==> config.mk <==
export PLATFORM = sky130hd
export DESIGN_NAME = arcade_key_mapper
export DESIGN_NICKNAME = d
export VERILOG_FILES = /design/src/rtl/arcade_input_pkg.sv /design/src/rtl/coin_pulse_stretcher.sv /design/src/rtl/arcade_key_mapper.sv
export SDC_FILE = /design/constraint.sdc
export NUM_CORES = 1
export LEC_CHECK = 0
export BUFFER_PORTS_ARGS = -buffer_cell sky130_fd_sc_hd__buf_2
export CAP_MARGIN = 20
export CELL_PAD_IN_SITES_DETAIL_PLACEMENT = 2
export CELL_PAD_IN_SITES_GLOBAL_PLACEMENT = 2
export CORE_MARGIN = 1
export CORE_UTILIZATION = 37
export CTS_BUF_LIST = sky130_fd_sc_hd__clkbuf_16
export DETAILED_ROUTE_END_ITERATION = 10
export GPL_TIMING_DRIVEN = 0
export HOLD_SLACK_MARGIN = 0.05
export PLACE_DENSITY = 0.81
export RECOVER_POWER = 50
export REMOVE_ABC_BUFFERS = 1
export SLEW_MARGIN = 20
export SYNTH_ARGS = -nofsm -noshare
export SYNTH_HDL_FRONTEND = slang
export SYNTH_SLANG_ARGS = --single-unit
export TNS_END_PERCENT = 10
==> constraint.sdc <==
create_clock -name clk_sys -period 4.1 [get_ports clk_sys]
set_clock_uncertainty 0.1 [all_clocks]
set_input_delay 0.82 -clock clk_sys [delete_from_list [all_inputs] [get_ports clk_sys]]
set_output_delay 0.82 -clock clk_sys [all_outputs]
set_load 0.1 [all_outputs]
==> src/rtl/arcade_input_pkg.sv <==
// Shared scancodes, control bit positions and joystick bit positions for the arcade input path.
// Scancodes carry a flag that makes the PS/2 extended bit a don't-care.
package arcade_input_pkg;

    localparam int UP    = 0;
    localparam int DOWN  = 1;
    localparam int LEFT  = 2;
    localparam int RIGHT = 3;
    localparam int FIRE  = 4;
    localparam int BOMB  = 5;

    localparam int JOY_RIGHT  = 0;
    localparam int JOY_LEFT   = 1;
    localparam int JOY_DOWN   = 2;
    localparam int JOY_UP     = 3;
    localparam int JOY_FIRE   = 4;
    localparam int JOY_BOMB   = 5;
    localparam int JOY_START1 = 6;
    localparam int JOY_START2 = 7;

    typedef struct packed {
        logic       ext_dc;
        logic [8:0] code;
    } scancode_t;

    localparam scancode_t SC_P1_UP    = '{1'b1, 9'h075};
    localparam scancode_t SC_P1_DOWN  = '{1'b1, 9'h072};
    localparam scancode_t SC_P1_LEFT  = '{1'b1, 9'h06B};
    localparam scancode_t SC_P1_RIGHT = '{1'b1, 9'h074};
    localparam scancode_t SC_P1_FIRE  = '{1'b0, 9'h029};
    localparam scancode_t SC_P1_BOMB  = '{1'b1, 9'h014};
    localparam scancode_t SC_P2_UP    = '{1'b0, 9'h02D};
    localparam scancode_t SC_P2_DOWN  = '{1'b0, 9'h02B};
    localparam scancode_t SC_P2_LEFT  = '{1'b0, 9'h023};
    localparam scancode_t SC_P2_RIGHT = '{1'b0, 9'h034};
    localparam scancode_t SC_P2_FIRE  = '{1'b0, 9'h01C};
    localparam scancode_t SC_P2_BOMB  = '{1'b0, 9'h01B};
    localparam scancode_t SC_START1A  = '{1'b0, 9'h005};
    localparam scancode_t SC_START1B  = '{1'b0, 9'h016};
    localparam scancode_t SC_START2A  = '{1'b0, 9'h006};
    localparam scancode_t SC_START2B  = '{1'b0, 9'h01E};
    localparam scancode_t SC_COIN1    = '{1'b0, 9'h02E};
    localparam scancode_t SC_COIN2    = '{1'b0, 9'h036};

    // Key register slots; each player's six slots follow the UP..BOMB order.
    localparam int KEY_P1_BASE = 0;
    localparam int KEY_P2_BASE = 6;
    localparam int KEY_START1A = 12;
    localparam int KEY_START1B = 13;
    localparam int KEY_START2A = 14;
    localparam int KEY_START2B = 15;
    localparam int KEY_COIN1   = 16;
    localparam int KEY_COIN2   = 17;
    localparam int KEY_COUNT   = 18;

    localparam scancode_t KEY_TABLE [KEY_COUNT] = '{
        SC_P1_UP, SC_P1_DOWN, SC_P1_LEFT, SC_P1_RIGHT, SC_P1_FIRE, SC_P1_BOMB,
        SC_P2_UP, SC_P2_DOWN, SC_P2_LEFT, SC_P2_RIGHT, SC_P2_FIRE, SC_P2_BOMB,
        SC_START1A, SC_START1B, SC_START2A, SC_START2B, SC_COIN1, SC_COIN2
    };

    function automatic logic key_match(input logic [8:0] code, input scancode_t sc);
        return (code[7:0] == sc.code[7:0]) && (sc.ext_dc || (code[8] == sc.code[8]));
    endfunction

    // Horizontal orientation: up<-left, down<-right, left<-down, right<-up.
    function automatic logic [5:0] orient(input logic [5:0] c, input logic rot);
        logic [5:0] r;
        r = c;
        if (rot) begin
            r[UP]    = c[LEFT];
            r[DOWN]  = c[RIGHT];
            r[LEFT]  = c[DOWN];
            r[RIGHT] = c[UP];
        end
        return r;
    endfunction

endpackage

==> src/rtl/coin_pulse_stretcher.sv <==
// Turns a rising edge of req into a pulse exactly COIN_CYCLES clocks wide.
// Edges seen while a pulse is running are dropped, not queued.
module coin_pulse_stretcher #(
    parameter int COIN_CYCLES = 1800000,
    parameter int CW          = 21
) (
    input  logic clk_sys,
    input  logic reset_n,
    input  logic req,
    output logic pulse
);

    logic          req_q;
    logic [CW-1:0] cnt;

    always_ff @(posedge clk_sys or negedge reset_n) begin
        if (!reset_n) begin
            req_q <= 1'b0;
            cnt   <= '0;
        end else begin
            req_q <= req;
            if (cnt != '0)
                cnt <= cnt - 1'b1;
            else if (req && !req_q)
                cnt <= CW'(COIN_CYCLES);
        end
    end

    assign pulse = (cnt != '0);

endmodule

==> src/rtl/arcade_key_mapper.sv <==
// PS/2 key events and MiSTer joystick words to registered two-player arcade controls,
// with horizontal-orientation remap and a fixed-width coin pulse.
module arcade_key_mapper
    import arcade_input_pkg::*;
#(
    parameter int COIN_CYCLES = 1800000,
    parameter int CW          = 21
) (
    input  logic        clk_sys,
    input  logic        reset_n,
    input  logic [10:0] ps2_key,
    input  logic [15:0] joystick_0,
    input  logic [15:0] joystick_1,
    input  logic        rotate,
    output logic [5:0]  p1_ctrl,
    output logic [5:0]  p2_ctrl,
    output logic        start1,
    output logic        start2,
    output logic        coin
);

    logic                 tog_q;
    logic [KEY_COUNT-1:0] key_q;
    logic                 key_event;

    assign key_event = ps2_key[10] ^ tog_q;

    always_ff @(posedge clk_sys or negedge reset_n) begin
        if (!reset_n) begin
            tog_q <= 1'b0;
            key_q <= '0;
        end else begin
            tog_q <= ps2_key[10];
            for (int i = 0; i < KEY_COUNT; i++) begin
                if (key_event && key_match(ps2_key[8:0], KEY_TABLE[i]))
                    key_q[i] <= ps2_key[9];
            end
        end
    end

    logic [15:0] joy;
    logic [5:0]  joy_ctrl;
    logic [5:0]  p1_raw;
    logic [5:0]  p2_raw;
    logic        start1_raw;
    logic        start2_raw;
    logic        coin_req;
    logic        unused_joy;

    assign joy        = joystick_0 | joystick_1;
    assign unused_joy = ^joy[15:8];

    always_comb begin
        joy_ctrl        = '0;
        joy_ctrl[UP]    = joy[JOY_UP];
        joy_ctrl[DOWN]  = joy[JOY_DOWN];
        joy_ctrl[LEFT]  = joy[JOY_LEFT];
        joy_ctrl[RIGHT] = joy[JOY_RIGHT];
        joy_ctrl[FIRE]  = joy[JOY_FIRE];
        joy_ctrl[BOMB]  = joy[JOY_BOMB];
    end

    assign p1_raw     = key_q[KEY_P1_BASE +: 6] | joy_ctrl;
    assign p2_raw     = key_q[KEY_P2_BASE +: 6] | joy_ctrl;
    assign start1_raw = key_q[KEY_START1A] | key_q[KEY_START1B] | joy[JOY_START1];
    assign start2_raw = key_q[KEY_START2A] | key_q[KEY_START2B] | joy[JOY_START2];
    assign coin_req   = key_q[KEY_COIN1] | key_q[KEY_COIN2] | start1_raw | start2_raw;

    // Rotation is applied on the output side only, so held keys survive a rotate change.
    always_ff @(posedge clk_sys or negedge reset_n) begin
        if (!reset_n) begin
            p1_ctrl <= '0;
            p2_ctrl <= '0;
            start1  <= 1'b0;
            start2  <= 1'b0;
        end else begin
            p1_ctrl <= orient(p1_raw, rotate);
            p2_ctrl <= orient(p2_raw, rotate);
            start1  <= start1_raw;
            start2  <= start2_raw;
        end
    end

    coin_pulse_stretcher #(
        .COIN_CYCLES (COIN_CYCLES),
        .CW          (CW)
    ) u_coin (
        .clk_sys (clk_sys),
        .reset_n (reset_n),
        .req     (coin_req),
        .pulse   (coin)
    );

endmodule

Word-level counts from Yosys, hierarchy flattened
Index checks and enable logic that the tools add are counted.
{"block": "totals", "regBits": 55, "inputBits": 46, "output_inout_bits": 15, "elab_cells": 95}
{"block": "op_classes", "n_addsub": 1, "eq_ne": 18, "mux": 4, "n_bitwise": 12, "reduce_logical": 35}
{"op": "$eq 8x6->1 const B", "count": 7}
{"op": "$mux 21", "count": 2}
{"op": "$eq 8x5->1 const B", "count": 5}
{"op": "$eq 8x7->1 const B", "count": 4}
{"op": "$logic_and 1x1->1", "count": 32}
{"op": "$reduce_bool 21->1", "count": 1}
{"op": "$sub 21x1->21 const B", "count": 1}
{"op": "$eq 8x3->1 const B", "count": 2}
{"op": "$or 6x6->6", "count": 2}
{"op": "$mux 4", "count": 2}
{"op": "$or 8x8->8", "count": 1}
{"op": "$or 1x1->1", "count": 7}
{"op": "$reduce_bool 2->1", "count": 1}
{"op": "$logic_not 1->1", "count": 1}
{"op": "$not 1->1", "count": 1}
{"op": "$xor 1x1->1", "count": 1}

Longest topological paths before layout
{"block": "depth", "depth_word": 7, "ltp_mapped": 7, "ltp_nobuf": 7}

By module
A second synthesis with hierarchy kept.
{"block": "unflattened", "cells_unflattened": 230, "area_unflattened_um2": 2627.5}
{"module": "arcade_key_mapper", "instances": 1, "cells_each": 117, "area_per_inst_um2": 1461.4, "seq_area_each_um2": 825.8}
{"module": "coin_pulse_stretcher", "instances": 1, "cells_each": 113, "area_per_inst_um2": 1166.1, "seq_area_each_um2": 550.5}

Worst setup path before layout
OpenSTA, ideal clock, no wires.
{"block": "synth_timing", "path_type": "register -> output", "start": "register u_coin.cnt[0]", "end": "output coin", "arrival_time_ns": 1.762, "t_required_ns": 3.180, "path_slack_ns": 1.418, "stages_incl_launch_ff": 7, "n_path_buf": 0, "path_cell_list": "dfrtp_1 > inv_1 > ha_1 > nor4b_1 > nand2_2 > nor2_1 > inv_1"}
{"block": "synth_via", "elab_chain_len": 1}
{"element": "start, declared", "line_no": "coin_pulse_stretcher.sv:14", "rtl": "logic [CW-1:0] cnt;"}
{"element": "start signal, assigned", "line_no": "coin_pulse_stretcher.sv:23", "rtl": "cnt <= cnt - 1'b1;"}
{"element": "start signal, assigned", "line_no": "coin_pulse_stretcher.sv:25", "rtl": "cnt <= CW'(COIN_CYCLES);"}
{"element": "$reduce_bool 21->1", "line_no": "coin_pulse_stretcher.sv:29", "rtl": "assign pulse = (cnt != '0);"}
{"element": "end, declared", "line_no": "arcade_key_mapper.sv:19", "rtl": "output logic coin"}
Every way passes these cells.

Worst setup path in the final report
{"block": "layout_timing", "start": "register u_coin.cnt[13]", "end": "output coin"}
Same word-level chain as after synthesis.

==> impl_metrics.json <==
{
  "run_status": "completed",
  "cts_resized": 0,
  "synth-seq-area-share": 0.5090,
  "clockBufferDepth": 2,
  "rows": 30,
  "cts_root_buffer": "clkbuf_16",
  "num-fill-cells": 742,
  "instances_no_fill": 378,
  "grt_pass1_vias": 2312,
  "synth-edff-count": 0,
  "cts_hold_buffers": 0,
  "n_antenna_cell": 0,
  "grt_setup_unrepaired": "false",
  "groute.layer.met2.usage": 0.3494,
  "power_mw": 1.203,
  "synth-seq-cells": 55,
  "irDropWorstVdd_uv": 251.4,
  "area.growth.synth_to_final_pct": 17.49,
  "synth-async-reset-ratio": 1.000,
  "synth_largest_area_cell": "dfrtp_1",
  "cts-buffers-inserted": 5,
  "totalWireLength_mm": 7.115,
  "routedWlPerCell_um": 18.82,
  "clk_pin_slew_ps": 80,
  "grt_overall_usage": 0.2063,
  "path_cells": "nor4_1 -> nand3_2 -> nor2_1 -> inv_1 -> buf_2",
  "final_layout_size_suffix_gt1_frac": 0.2943,
  "final.setup.tns_ps": 0,
  "grt-busiest-layer": "met2",
  "antenna_found_initial": 0,
  "die_height_um": 87.49,
  "dp.cells": 370,
  "final.period_utilization": 0.8411,
  "fin_worst_hold_slack_ps": 360.9,
  "place.gp.congestion": 0.7639,
  "fin_hold_viols": 0,
  "ys_dominant_reg_cell": "dfrtp_1",
  "post-route-min-period_ps": 3448,
  "num-nets-final": 329,
  "critical_path_peak_fanout": 8,
  "register_to_register_setup_slack_ps": 1570,
  "globalRouteMet1Util": 0.2819,
  "cts_tree": "built",
  "max_freq_mhz": 290.0,
  "count_of_port_buffers_added_during_placement": 44,
  "viasPerCell": 5.516,
  "cell_leakage_power_nw": 1.293,
  "ant_nets": 0,
  "sort_of_element_at_the_end_of_the_critical_path": "primary output",
  "grt_start_max_net_pins": 56,
  "synth_top_area_frac": 0.5090,
  "die_width_um": 87.49,
  "grt_first_pass_wirelength_mm": 12.08,
  "min-delay-path-class": "reg -> reg",
  "synth_top_cells_by_area": "dfrtp_1 51%, mux2_2 7.9%, mux2i_1 3.7%, nor3_1 2.6%, a211oi_1 2.2%",
  "crit_required_ps": 3180,
  "crit_slowest_cell": "nor4_1",
  "synth_warnings": 0,
  "grt_remaining_overflow": 0,
  "synth.avg_cell_area_um2": 11.46,
  "floorplan.core_area_um2": 6944,
  "synthCells": 236,
  "critPathArrivalTime_ps": 2530,
  "cap_viol_max_count": 0,
  "insertion_delay_ps": 290,
  "drc": 0,
  "dr_total_vias": 2085,
  "floorplan.initialDensity": 0.3894,
  "slew-limit-headroom": 0.5147,
  "setup_viol": 0,
  "numClockSinks": 55,
  "cts_htree_levels": 2,
  "drv_slew": 0,
  "design.portCount": 61,
  "detail_route.iter0.violations": 64,
  "max_slew.worst_pin.slew_ps": 721.3,
  "critical_path_class": "reg -> out",
  "syn-cell-area_um2": 2704,
  "worst_path_largest_cell_delay_ps": 670,
  "grtUsageMet3": 0.03223,
  "design.die.area_um2": 7654,
  "start_kind": "register",
  "cts_setup_buffers": 0,
  "post_synth_num_cell_types": 44,
  "place_hpwl_mm": 5.071,
  "pwr_density_cell_nw_per_um2": 378.8,
  "first_pass_iters": 4
}
[final cells by class]
cell class | count | area, µm² | area share
Sequential cell | 55 | 1376 | 0.4332
Multi-Input combinational cell | 167 | 1259 | 0.3962
Timing Repair Buffer | 44 | 220.2 | 0.06932
Clock buffer | 5 | 125.1 | 0.03939
Tap cell | 96 | 120.1 | 0.03781
Clock inverter | 3 | 46.29 | 0.01457
Inverter | 8 | 30.03 | 0.009453
[kinds of logic after synthesis]
group	synth area share
muxes	0.1162
xor gates and xnor gates	0.02915
DFF	0.5090
buffers and inverters	0.02545
and+or+nand+nor	0.2314
adders and majority gates	0.009253
AOI/OAI and AO/OA	0.07960
[sequential cells by signal (all words and copies together) (netlist names)]
name	count
u_coin.req_q	1
p1_ctrl	6
start1	1
tog_q	1
p2_ctrl	6
key_q	18
u_coin.cnt	21
start2	1
[metal layers]
layer	vias to the layer above	wire, µm
met5	-	0
met4	0	54
met3	6	169
met2	27	3517
met1	1074	3374
li1	978	-
[power breakdown]
group / leakage [nW] / switching [mW] / internal [mW] / total (mW)
clock network: 0.0804 / 0.206 / 0.291 / 0.496
logic: 0.568 / 0.111 / 0.0326 / 0.144
registers: 0.645 / 0.00590 / 0.557 / 0.563
total: 1.29 / 0.323 / 0.881 / 1.20
[per-stage QoR]
| step | area, µm² | worst slack, ps | utilization |
|---|---|---|---|
| 2_1_floorplan | 2665 | 1418 | - |
| 3_3_place_gp | 3005 | 1128 | 0.4328 |
| 3_5_place_dp | 3008 | 942.6 | 0.4332 |
| 4_1_cts | 3179 | 610.6 | 0.4578 |
| 5_1_grt | 3177 | 455.3 | 0.4575 |
| 6_report | 3177 | 651.6 | 0.4575 |
[worst max-delay path: cells and delay by family, from the launching register on]
kind                   cells  cell delay (ps)
buffers and inverters      2              470
flip-flops                 1              460
AND/OR/NAND/NOR            3             1300
[final timing paths]
check | cells after the start | start | to
min reg2reg | 1 | key_q[11] | p2_ctrl[5]
max | 5 | u_coin.cnt[13] | coin
min | 1 | key_q[11] | p2_ctrl[5]
max reg2reg | 6 | u_coin.cnt[0] | u_coin.cnt[0]
max in group asynchronous | 1 | reset_n | p2_ctrl[4]
min in group asynchronous | 1 | reset_n | p2_ctrl[5]
[cell usage in the layout (no fill, tap or decap), types with 2 or more instances in the layout]
cell,instances
a211oi_1,8
nor3_1,14
nand2b_1,3
mux2i_1,10
nor4_2,4
or3_1,7
or4_1,8
a211oi_2,3
o21ai_0,4
nor2b_1,5
nor4b_1,2
nor2_1,12
nand4_1,6
clkbuf_1,2
dfrtp_1,55
nand2_1,8
xnor2_1,5
o211ai_1,2
mux2_2,19
o21ai_1,2
buf_2,41
nand3_1,7
xor2_1,4
ha_1,2
a21oi_1,2
inv_1,8
nor4_1,7
nor3b_1,2
nor3_4,2
clkbuf_16,5
a31oi_1,6
[cells in the mapped netlist, types with 4 or more instances]
| cell type | number |
|---|---|
| a211oi_1 | 8 |
| a31oi_1 | 6 |
| dfrtp_1 | 55 |
| inv_1 | 8 |
| mux2_2 | 19 |
| mux2i_1 | 10 |
| nand2_1 | 8 |
| nand3_1 | 7 |
| nand4_1 | 6 |
| nor2_1 | 12 |
| nor2b_1 | 5 |
| nor3_1 | 14 |
| nor4_1 | 7 |
| nor4_2 | 4 |
| o21ai_0 | 4 |
| or3_1 | 7 |
| or4_1 | 8 |
| xnor2_1 | 5 |
| xor2_1 | 4 |
(Power assumes the default switching activity.)
